$ cat config.mk
export PLATFORM = sky130hd
export DESIGN_NAME = seg7_scan_mux
export DESIGN_NICKNAME = d
export VERILOG_FILES = /design/src/rtl/seg7_scan_mux.sv
export SDC_FILE = /design/constraint.sdc
export NUM_CORES = 1
export LEC_CHECK = 0
export ABC_AREA = 0
export CORE_MARGIN = 4
export CORE_UTILIZATION = 41
export CTS_CLUSTER_SIZE = 25
export DETAILED_ROUTE_END_ITERATION = 10
export PLACE_DENSITY = 0.61
export SYNTH_ARGS = -nofsm -noshare
export SYNTH_HDL_FRONTEND = slang
export SYNTH_SLANG_ARGS = --single-unit
export TNS_END_PERCENT = 100
$ cat constraint.sdc
create_clock -name CLK -period 13.8 [get_ports CLK]
set_input_delay 2.76 -clock CLK [delete_from_list [all_inputs] [get_ports CLK]]
set_output_delay 2.76 -clock CLK [all_outputs]
set_load 0.01 [all_outputs]
$ cat src/rtl/seg7_scan_mux.sv
// Multiplexed hex 7-segment scanner with blanking gap,
// 16-level brightness, zero suppression and double buffering.
module seg7_scan_mux #(
  parameter int N_DIGITS       = 4,
  parameter int DIG_CYCLES     = 15008,
  parameter int GAP_CYCLES     = 16,
  parameter bit EN_ACTIVE_LOW  = 1'b1,
  parameter bit SEG_ACTIVE_LOW = 1'b0
) (
  input  logic                  CLK,
  input  logic                  RST,
  input  logic [4*N_DIGITS-1:0] data_in,
  input  logic [N_DIGITS-1:0]   dp_in,
  input  logic                  load,
  input  logic                  lz_en,
  input  logic [3:0]            brightness,
  output logic [6:0]            seg,
  output logic                  seg_dp,
  output logic [N_DIGITS-1:0]   dig_en,
  output logic                  frame_done
);

  localparam int MAXC =
    (DIG_CYCLES > GAP_CYCLES) ? DIG_CYCLES : GAP_CYCLES;
  localparam int CW = $clog2(MAXC);
  localparam int IW =
    (N_DIGITS > 1) ? $clog2(N_DIGITS) : 1;
  localparam int STEP = DIG_CYCLES / 16;

  localparam logic [CW-1:0] DIG_LAST =
    CW'(DIG_CYCLES - 1);
  localparam logic [CW-1:0] GAP_LAST =
    CW'((GAP_CYCLES > 0) ? GAP_CYCLES - 1 : 0);
  localparam logic [IW-1:0] IDX_LAST =
    IW'(N_DIGITS - 1);

  typedef enum logic {S_GAP, S_ON} state_t;

  // First phase of every slot; GAP is skipped when it has no length
  localparam state_t S_INIT =
    (GAP_CYCLES == 0) ? S_ON : S_GAP;

  localparam logic [6:0] SEG_INV =
    {7{SEG_ACTIVE_LOW}};
  localparam logic [N_DIGITS-1:0] EN_INV =
    {N_DIGITS{EN_ACTIVE_LOW}};

  state_t  state, state_n;
  logic [CW-1:0] cnt, cnt_n;
  logic [IW-1:0] idx, idx_n;

  logic [3:0] bright_q;
  logic [3:0] bright_eff;
  logic       slot_start;

  logic [4*N_DIGITS-1:0] sh_data, ds_data;
  logic [N_DIGITS-1:0]   sh_dp, ds_dp;

  logic [N_DIGITS-1:0] zero_up;
  logic                zacc;
  logic                blank;
  logic [3:0]          nib;
  logic [31:0]         lim;
  logic                lit;

  logic [6:0]          seg_raw;
  logic                dp_raw;
  logic [N_DIGITS-1:0] en_raw;

  function automatic logic [6:0] hex7(
    input logic [3:0] n
  );
    logic [6:0] s;
    unique case (n)
      4'h0: s = 7'h3F;
      4'h1: s = 7'h06;
      4'h2: s = 7'h5B;
      4'h3: s = 7'h4F;
      4'h4: s = 7'h66;
      4'h5: s = 7'h6D;
      4'h6: s = 7'h7D;
      4'h7: s = 7'h07;
      4'h8: s = 7'h7F;
      4'h9: s = 7'h6F;
      4'hA: s = 7'h77;
      4'hB: s = 7'h7C;
      4'hC: s = 7'h58;
      4'hD: s = 7'h5E;
      4'hE: s = 7'h79;
      4'hF: s = 7'h71;
    endcase
    return s;
  endfunction

  always_ff @(posedge CLK or posedge RST) begin
    if (RST) begin
      state <= S_INIT;
      cnt   <= '0;
      idx   <= '0;
    end else begin
      state <= state_n;
      cnt   <= cnt_n;
      idx   <= idx_n;
    end
  end

  always_comb begin
    state_n = state;
    cnt_n   = cnt + 1'b1;
    idx_n   = idx;
    unique case (state)
      S_GAP: begin
        if (cnt == GAP_LAST) begin
          state_n = S_ON;
          cnt_n   = '0;
        end
      end
      S_ON: begin
        if (cnt == DIG_LAST) begin
          state_n = S_INIT;
          cnt_n   = '0;
          idx_n   = (idx == IDX_LAST) ?
                    '0 : idx + 1'b1;
        end
      end
    endcase
  end

  assign frame_done = (state == S_ON) &&
                      (idx == IDX_LAST) &&
                      (cnt == DIG_LAST);

  assign slot_start = (state == S_INIT) &&
                      (cnt == '0);
  assign bright_eff = slot_start ?
                      brightness : bright_q;

  always_ff @(posedge CLK or posedge RST) begin
    if (RST) begin
      bright_q <= 4'hF;
    end else if (slot_start) begin
      bright_q <= brightness;
    end
  end

  // Display copy uses the pre-load shadow when both coincide
  always_ff @(posedge CLK or posedge RST) begin
    if (RST) begin
      sh_data <= '0;
      sh_dp   <= '0;
      ds_data <= '0;
      ds_dp   <= '0;
    end else begin
      if (load) begin
        sh_data <= data_in;
        sh_dp   <= dp_in;
      end
      if (frame_done) begin
        ds_data <= sh_data;
        ds_dp   <= sh_dp;
      end
    end
  end

  // zero_up[k]: nibbles k..N_DIGITS-1 are all zero
  always_comb begin
    zero_up = '0;
    zacc    = 1'b1;
    for (int k = N_DIGITS - 1; k >= 0; k--) begin
      zacc       = zacc && (ds_data[4*k +: 4] == 4'h0);
      zero_up[k] = zacc;
    end
  end

  assign blank = lz_en && (idx != '0) &&
                 zero_up[idx];
  assign nib   = ds_data[4*idx +: 4];
  assign lim   = (32'(bright_eff) + 32'd1) * STEP;
  assign lit   = (32'(cnt) < lim);

  always_comb begin
    seg_raw = '0;
    dp_raw  = 1'b0;
    en_raw  = '0;
    if (state == S_ON) begin
      if (!blank) begin
        seg_raw = hex7(nib);
        dp_raw  = ds_dp[idx];
      end
      en_raw[idx] = lit;
    end
  end

  always_ff @(posedge CLK or posedge RST) begin
    if (RST) begin
      seg    <= SEG_INV;
      seg_dp <= SEG_ACTIVE_LOW;
      dig_en <= EN_INV;
    end else begin
      seg    <= seg_raw ^ SEG_INV;
      seg_dp <= dp_raw ^ SEG_ACTIVE_LOW;
      dig_en <= en_raw ^ EN_INV;
    end
  end

endmodule
==> out/qor.yml <==
power_density_nw_per_um2: 101.6
hp-class: "register to register"
grt_max_degree: 74
die_w_um: 112.5
path_buf_inv: 4
io_buffers: 40
cts_inserted_buffers: 9
yosysWarnings: 0
nets: 521
crit_start: "brightness[0]"
final_common_cell: "dfrtp_1"
path_max_fanout: 8
diodes: 0
rsz0062_at_grt: "no"
synthAdderAreaFrac_pct: 15.21
r2r_start: "cnt[1]"
yosys.area.top_type: "dfrtp_1"
drive_above_1_share_pct: 19.28
ys_types: 53
hold_slack_ns: 0.4775
dpl.hpwl_um: 6559
synth_nets: 483
rrSetupSlack_ns: 6.42
crit_family: "adder cells"
critPathKind: "input port to register"
clk-insertion-delay-late_ns: 0.35
hold_violations: 0
synth_ff_type: "dfrtp_1"
mostFrequentLayoutCells: "dfrtp_1 (65), ha_1 (48), mux2_2 (41), clkdlybuf4s50_1 (40), nor2_1 (28)"
crit_cells: 22
avgSynthCellArea_um2: 11.10
ant_nets: 0
drv_cap: 0
cpPeakStageDelay_ns: 0.70
drt_iter0_markers: 175
status: "finished, final reports clean"
fin_crit_ns: 8.376
initial_core_util_pct: 42.76
grt_overflow: 0
synth_top_area_share_pct: 36.35
synth_xor_area_share_pct: 5.285
dieArea_um2: 12650
place_ws_ns: 5.105
die_h_um: 112.5
ir_drop_mv: 0.04782
worst_slew_margin_rel_pct: 33.54
critPathCaptureType: "register"
crit_top_cell: "ha_1"
arrival_ns: 8.63
yosys.area_share.simple_pct: 12.22
finalWorstSetupSlack_ns: 5.424
crit_required_ns: 14.06
syn2layout_area_growth_pct: 16.02
min_period_over_period_pct: 60.70
finalSetupViolations: 0
tns_ns: 0
wl_um: 8709
grtUsageTotal_pct: 14.53
clkSlewWorstSetupHoldPaths_ns: 0.07
core_um2: 10460
ff2ff_path_depth: 25
p_leak_nw: 2.507
cts_resized: 0
crit_slowest_cell: "mux2i_1"
synth.area.mux_share_pct: 13.95
fin_worst_skew_ns: 0.01340
std_cell_rows: 37
cp-endpoint: "dig_en[0]"
grt_pass1_vias: 3106
drc: 0
vias_per_cell: 5.235
syn-cell-area_um2: 4474
r2r_end: "dig_en[0]"
ys_ff_latch: 73
gp_congestion: 0.8089
vias: 3047
cts.sinks: 73
slew_violations: 0
first_pass_iters: 4
synth_top_family_by_area: "adder cells"
startpoint_type: "input port"
ys_async_sr_fraction_pct: 100.0
routedWlPerCell_um: 14.96
ioPinCount: 41
postCtsHoldBufs: 0
grt_antenna_before_repair: 0
fill_cells: 966
cts_tree: "built"
htree_levels: 3
cts_buffer_depth: 2
synth_compound_area_share_pct: 8.501
grt_pass1_wl_um: 15010
netlist_top_cells_area: "dfrtp_1 (36%), ha_1 (13%), mux2_2 (10%)"
cts_setup_buffers: 0
synth_edf_count: 0
cts-root-buf: "clkbuf_8"
timing.fmax_ghz: 0.1194
path_cells: "clkdlybuf4s50_1 > mux2i_1 > inv_1 > ha_1 > xnor2_1 > inv_1 > fa_1 > inv_1 > ha_1 > ha_1 > ha_1 > nand3_1 > nor3_1 > a211oi_1 > xor2_1 > ha_1 > a21o_1 > a21o_2 > a211o_2 > a311o_1 > nand4b_2 > nand3_1"
synthCells: 403
tightestPinTransition_ns: 0.9884
ys_seq_area_share_pct: 41.05
power by group:
group	switching, W	internal [W]
registers	0.00000373	0.000221
clock network	0.0000817	0.0000887
logic	0.0000692	0.0000631
worst register-to-register path, delay by kind of cell (launching register included):
family / cells / cell delay, ns
AOI/OAI and AO/OA: 5 / 1.08
xor gates and xnor gates: 2 / 0.52
adders and majority gates: 7 / 2.19
buffers and inverters: 4 / 0.49
DFF: 1 / 0.46
muxes: 1 / 0.79
and+or+nand+nor: 6 / 1.76
cell usage after synthesis, types with 2 or more instances:
master	count
a211o_2	2
a211oi_1	4
a21o_1	8
a21o_2	2
a21oi_1	15
a31oi_1	2
and3_1	11
clkbuf_1	12
dfrtp_1	65
dfstp_2	8
fa_1	4
ha_1	48
inv_1	28
mux2_2	41
mux2i_1	5
mux4_2	5
nand2_1	20
nand3_1	17
nand3b_1	2
nand4_1	2
nor2_1	28
nor2b_1	2
nor3_1	6
nor4_1	3
o21ai_0	6
o22ai_1	2
o31ai_1	2
o41ai_1	2
or4_4	2
xnor2_1	12
xor2_1	15
layer usage:
layer	vias up	global-route usage, %	wire length, um
met2	53	21.69	3743
met4	0	5.208	142
met3	14	2.803	354
li1	1502	-	-
met5	-	0	0
met1	1478	21.02	4469
area by class of cell:
type,count,area (um2),area share (%)
clock buffers,10,137.6,2.651
repair buffers,41,407.9,7.857
clock inverters,6,65.06,1.253
flip-flops and latches,73,1837,35.38
inverters,28,105.1,2.025
well taps,136,170.2,3.278
multi-input cells,288,2469,47.55
through the flow:
step	instances	total power [W]	util, %	instance area, um2
after global routing	582	0.0005625	49.62	5191
after floorplan	403	0.0003281	-	4474
after detailed placement	566	0.0003609	47.68	4989
after CTS	582	0.0005349	49.62	5191
final	582	0.0005274	49.62	5191
after global placement	566	0.0003582	47.68	4989
how the worst min path moves through the flow:
stage | start | end | slack [ns] | depth (start not counted)
3_5_place_dp | bright_q[3] | bright_q[3] | 0.47 | 2
5_1_grt | bright_q[3] | bright_q[3] | 0.50 | 2
3_3_place_gp | bright_q[3] | bright_q[3] | 0.46 | 2
2_1_floorplan | cnt[0] | cnt[0] | 0.45 | 1
6_report | bright_q[3] | bright_q[3] | 0.48 | 2
4_1_cts | bright_q[3] | bright_q[3] | 0.48 | 2
sequential cells by signal, indices dropped and copies added, names as in the netlist:
register	cells
state	1
sh_data	16
dig_en	4
ds_data	16
ds_dp	4
seg_dp	1
bright_q	4
idx	2
cnt	14
sh_dp	4
seg	7
cells by family (layout without fill, tap and decap cells):
family	after synthesis	after routing
xor gates and xnor gates	27	27
AOI/OAI and AO/OA	55	55
and+or+nand+nor	103	103
adders and majority gates	52	52
DFF	73	73
buffers and inverters	42	85
muxes	51	51
(Power assumes the default switching activity.)
